## config.mk

```make
export PLATFORM = sky130hd
export DESIGN_NAME = clk_divider_gen_flat
export DESIGN_NICKNAME = d
export VERILOG_FILES = /design/src/rtl/clk_divider_gen_if.sv /design/src/rtl/clk_divider_gen.sv /design/src/flat_wrapper.sv
export SDC_FILE = /design/constraint.sdc
export NUM_CORES = 1
export LEC_CHECK = 0
export CAP_MARGIN = 40
export CELL_PAD_IN_SITES_DETAIL_PLACEMENT = 0
export CELL_PAD_IN_SITES_GLOBAL_PLACEMENT = 1
export CORE_ASPECT_RATIO = 0.6
export CORE_MARGIN = 2
export CORE_UTILIZATION = 46
export CTS_CLUSTER_SIZE = 40
export DETAILED_ROUTE_END_ITERATION = 7
export GPL_TIMING_DRIVEN = 1
export MAX_ROUTING_LAYER = met4
export PLACE_DENSITY_LB_ADDON = 0.12
export SLEW_MARGIN = 20
export SYNTH_ARGS = -nofsm -noshare
export SYNTH_HDL_FRONTEND = slang
export SYNTH_SLANG_ARGS = --single-unit
```

## constraint.sdc

```tcl
create_clock -name ref_clk -period 7.45 [get_ports ref_clk]
set_input_delay 1.49 -clock ref_clk [delete_from_list [all_inputs] [get_ports ref_clk]]
set_output_delay 1.49 -clock ref_clk [all_outputs]
set_load 0.01 [all_outputs]
```

## src/rtl/clk_divider_gen_if.sv

```systemverilog
// Control and status bundle of the runtime-ratio clock divider.
interface clk_divider_gen_if #(
  parameter int RATIO_W = 8
);
  // Protocol: no valid/ready pair. clk_en and div_ratio are levels sampled on
  // every ref_clk posedge; div_tick and ratio_upd are single-cycle strobes
  // launched from a posedge and valid until the next one.
  logic               clk_en;
  logic [RATIO_W-1:0] div_ratio;
  logic               div_clk;
  logic               div_tick;
  logic               ratio_upd;
  logic [RATIO_W-1:0] active_ratio;

  modport master (
    output clk_en,
    output div_ratio,
    input  div_clk,
    input  div_tick,
    input  ratio_upd,
    input  active_ratio
  );

  modport slave (
    input  clk_en,
    input  div_ratio,
    output div_clk,
    output div_tick,
    output ratio_upd,
    output active_ratio
  );
endinterface

```

## src/rtl/clk_divider_gen.sv

```systemverilog
// Integer clock divider with period-boundary ratio adoption and ref_clk bypass.
// Optional macro CLKDIV_DUTY50_EN: half-cycle duty correction for odd ratios.
module clk_divider_gen #(
  parameter int RATIO_W = 8
) (
  input logic              ref_clk,
  input logic              rst,
  clk_divider_gen_if.slave bus
);
  localparam logic [RATIO_W-1:0] ONE = RATIO_W'(1);
  localparam logic [RATIO_W-1:0] TWO = RATIO_W'(2);

  logic               en_q;
  logic [RATIO_W-1:0] cnt;
  logic [RATIO_W-1:0] act_r;
  logic [RATIO_W-1:0] cnt_dec;
  logic [RATIO_W-1:0] high_cnt;
  logic [RATIO_W-1:0] low_cnt;
  logic               div_pos;
  logic               div_tick;
  logic               ratio_upd;
  logic               run;
  logic               div_out;

  assign run     = en_q && (act_r >= TWO);
  assign cnt_dec = cnt - ONE;

`ifdef CLKDIV_DUTY50_EN
  assign high_cnt = act_r >> 1;
`else
  // ceil(R/2) written without the R+1 that would overflow at the maximum ratio
  assign high_cnt = (act_r >> 1) + {{(RATIO_W-1){1'b0}}, act_r[0]};
`endif
  assign low_cnt = act_r - high_cnt;

  always_ff @(posedge ref_clk or negedge rst) begin
    if (!rst) begin
      en_q      <= 1'b0;
      cnt       <= '0;
      div_pos   <= 1'b0;
      act_r     <= '0;
      div_tick  <= 1'b0;
      ratio_upd <= 1'b0;
    end else begin
      en_q <= bus.clk_en;
      if (!run) begin
        cnt       <= '0;
        div_pos   <= 1'b0;
        act_r     <= bus.div_ratio;
        div_tick  <= 1'b0;
        ratio_upd <= 1'b0;
      end else if (cnt == '0) begin
        // Period start: the only point where a new ratio is taken.
        cnt       <= bus.div_ratio - ONE;
        act_r     <= bus.div_ratio;
        div_pos   <= 1'b1;
        div_tick  <= 1'b1;
        ratio_upd <= (bus.div_ratio != act_r);
      end else begin
        cnt       <= cnt_dec;
        div_pos   <= (cnt_dec >= low_cnt);
        div_tick  <= 1'b0;
        ratio_upd <= 1'b0;
      end
    end
  end

`ifdef CLKDIV_DUTY50_EN
  logic neg_q;

  always_ff @(negedge ref_clk or negedge rst) begin
    if (!rst) neg_q <= 1'b0;
    else      neg_q <= div_pos;
  end

  // The half-cycle stretch only applies to odd ratios; even ratios keep exact halves.
  assign div_out = div_pos | (neg_q & act_r[0]);
`else
  assign div_out = div_pos;
`endif

  assign bus.div_clk      = run ? div_out : ref_clk;
  assign bus.div_tick     = div_tick;
  assign bus.ratio_upd    = ratio_upd;
  assign bus.active_ratio = act_r;
endmodule

```

## src/flat_wrapper.sv

```systemverilog
// flat-port wrapper written by rule: the top's interface ports become plain ports
module clk_divider_gen_flat 
#(
  parameter int RATIO_W = 8
)
  (ref_clk, rst, bus_clk_en, bus_div_ratio, bus_div_clk, bus_div_tick, bus_ratio_upd, bus_active_ratio);
  clk_divider_gen_if #(.RATIO_W(RATIO_W)) bus_i ();
  input logic ref_clk;
  input logic rst;
  input wire logic [$bits(bus_i.clk_en)-1:0] bus_clk_en;
  input wire logic [$bits(bus_i.div_ratio)-1:0] bus_div_ratio;
  output wire logic [$bits(bus_i.div_clk)-1:0] bus_div_clk;
  output wire logic [$bits(bus_i.div_tick)-1:0] bus_div_tick;
  output wire logic [$bits(bus_i.ratio_upd)-1:0] bus_ratio_upd;
  output wire logic [$bits(bus_i.active_ratio)-1:0] bus_active_ratio;
  assign bus_i.clk_en = bus_clk_en;
  assign bus_i.div_ratio = bus_div_ratio;
  assign bus_div_clk = bus_i.div_clk;
  assign bus_div_tick = bus_i.div_tick;
  assign bus_ratio_upd = bus_i.ratio_upd;
  assign bus_active_ratio = bus_i.active_ratio;
  clk_divider_gen #(.RATIO_W(RATIO_W)) u_core (.ref_clk(ref_clk), .rst(rst), .bus(bus_i));
endmodule
```

==> reports/qor.yml <==
run_status:
  status: "completed"
placement:
  port_buffers: 21
  dp_slack_ns: 1.53
  dp_hpwl_um: 3250
  gp_congestion: 0.887
timing:
  clock_skew_ns: 0.00827
  setup_viol: 0
  hold_violations: 0
  tightest_slew_ns: 0.564
  slew_headroom_pct: 62.3
  fin_setup_tns_ns: 0
  drv_slew: 0
  fin_ws_ns: 1.28
  rsz0062_at_grt: "no"
critical_path:
  crit_fanout: 2
  r2r-start: "u_core.bus.active_ratio[4]"
  required_ns: 5.96
  ff2ff_setup_slack_ns: 4.32
  crit_slowest_cell: "clkdlybuf4s50_1"
  worstSetupPathType: "clock port to output pin"
  cp.arrival_ns: 4.68
  r2r_end: "u_core.div_out"
  reg2reg_depth: 12
  cp_top_family: "buffers and inverters"
  startpoint_type: "clock port"
  path_cells: "clkbuf_8 > clkbuf_8 > mux2_2 > clkdlybuf4s50_1"
  slowest_delay_ns: 0.47
  critPathMostFrequentCell: "clkbuf_8"
  worst_setup_path_end_kind: "output pin"
  crit_buf_inv: 3
synthesis:
  synthSimpleGateAreaFrac_pct: 13.2
  synth_xor_area_share_pct: 11.0
  ys_ff_latch: 20
  synthTopCellsByArea: "dfrtp_1 28%, ha_1 21%, xor2_1 8.0%"
  synth_top_area_cell: "dfrtp_1"
  synth_top_family_by_area: "adder cells"
  syn_avg_cell_area_um2: 9.61
  synth_edf_count: 0
  synth.top_cell.area_share_pct: 28.4
  synthArstFlopShare_pct: 100
  synth_ff_type: "dfrtp_1"
  synth_cell_types: 39
  synthMuxAreaShare_pct: 7.47
  mappedNetlistArea_um2: 1760
  yosys_warnings: 0
  seq_area_frac_synth_pct: 28.4
  synth_adder_area_share_pct: 20.6
  syn_inst: 183
  syn_nets: 223
  synth_compound_area_share_pct: 11.9
floorplan:
  core_um2: 3660
  die_area_um2: 4350
  start_util_pct: 48.1
  core.rowCount: 17
  die_w_um: 83.8
  die_y_um: 51.9
  ios: 22
global_route:
  overflow: 0
  grt_max_degree: 14
  grt_pass1_vias: 1369
  grt_antenna_before_repair: 0
  grt.total_usage_pct: 21.8
  grt_pass1_wl_um: 6950
route:
  vias_per_cell: 5.36
  drcViolationCount: 0
  drtIter0Drc: 99
  drt-pass1-iter-count: 5
  top_layer: "met4"
  route.met2.wl_um: 1740
  wire_per_inst_um: 16.2
  vias: 1366
  routed_wl_um: 4130
  wl_met3_um: 199
  wl_met1_um: 2190
  antenna_left: 0
hold_path:
  holdCritStartpoint: "u_core.bus.active_ratio[2]"
  worstHoldPathType: "register to register"
  min_path_cells: 1
  min_to: "u_core.bus.active_ratio[2]"
clock_tree:
  cts_setup_buffers: 0
  worstSkewPairLatency_ns: 0.37
  clk_pin_slew_ns: 0.08
  cts_tree: "built"
  hold_buffers: 0
  cts-resized-gates: 0
final_layout:
  finalNetCount: 249
  diodes: 0
  drive_above_1_share_pct: 9.13
  syn2layout_area_growth_pct: 21.1
pwr:
  p_per_area_nw_per_um2: 499
  peakVddDrop_uv: 255
  p_leak_nw: 1.02
job:
  maxCapViolCount: 0
state kept, by name, summed over array words and instances, names as in the netlist:
signal and flops:
u_core.div_out 1, u_core.bus.ratio_upd 1, u_core.bus.active_ratio 8, u_core.cnt 8, u_core.bus.div_tick 1, u_core.en_q 1
power by group:
part	internal, mW	switching (mW)
clock	0.117	0.0510
combinational	0.324	0.377
sequential	0.145	0.0482
total	0.585	0.476
through the flow:
| step | cell area [um^2] | utilization [%] | total power [mW] | std cells | hold slack, ns |
|---|---|---|---|---|---|
| floorplan | 1760 | - | 0.715 | 183 | 0.550 |
| global route | 2130 | 58.2 | 1.17 | 255 | 0.664 |
| finish | 2130 | 58.2 | 1.06 | 255 | 0.614 |
| CTS | 2130 | 58.2 | 1.07 | 255 | 0.615 |
| detailed placement | 2020 | 55.1 | 0.903 | 248 | 0.591 |
| global placement | 2000 | 54.7 | 0.885 | 247 | 0.585 |
synthesized netlist by cell type, types with 2 or more instances:
| library cell | count |
|---|---|
| mux2i_1 | 3 |
| o21ai_0 | 5 |
| nand2_1 | 5 |
| nor3b_1 | 3 |
| xnor2_1 | 6 |
| nor3_1 | 3 |
| xor2_1 | 16 |
| a211oi_1 | 8 |
| dfrtp_1 | 20 |
| inv_1 | 26 |
| and2_1 | 2 |
| a21oi_1 | 7 |
| mux2_4 | 6 |
| nor2_1 | 10 |
| nor4_1 | 4 |
| o31ai_1 | 2 |
| nand3_1 | 3 |
| clkbuf_1 | 3 |
| buf_6 | 2 |
| ha_1 | 29 |
| or4_1 | 2 |
kinds of logic (layout without fill, tap and decap cells):
family	Yosys count	in the layout
AO/OA/AOI/OAI	31	31
XOR/XNOR	22	22
adder cells (fa/ha/maj)	29	29
buffers and inverters	31	56
flip-flops	20	20
multiplexers	10	10
AND/OR/NAND/NOR	40	40
routing by layer:
metal | vias to the layer above | track usage (%)
met4 | 0 | 4.30
met1 | 640 | 30.3
li1 | 690 | -
met2 | 34 | 32.0
met3 | 2 | 6.35
met5 | - | -
how the worst max path moves through the flow:
stage | start | to | slack [ns] | cells past startpoint
2_1_floorplan | ref_clk | bus_div_clk | 1.96 | 1
3_3_place_gp | ref_clk | bus_div_clk | 1.53 | 2
3_5_place_dp | ref_clk | bus_div_clk | 1.53 | 2
4_1_cts | ref_clk | bus_div_clk | 1.27 | 4
5_1_grt | ref_clk | bus_div_clk | 1.25 | 4
6_report | ref_clk | bus_div_clk | 1.28 | 4
placed cells by master, fill, tap and decap left out, types with 6 or more instances in the layout:
master	synthesis	layout
xnor2_1	6	6
clkbuf_8	0	6
nor2_1	10	10
dfrtp_1	20	20
a211oi_1	8	8
mux2_4	6	6
a21oi_1	7	7
clkdlybuf4s50_1	0	21
inv_1	26	26
xor2_1	16	16
ha_1	29	29
cell type report:
type	count	area, um^2
Clock inverter	1	30.0
Sequential cell	20	500
Inverter	26	97.6
Tap cell	47	58.8
Timing Repair Buffer	22	223
Fill cell	319	1530
Clock buffer	7	92.6
Multi-Input combinational cell	132	1130
Note: power is estimated with default switching activity, not from simulation.
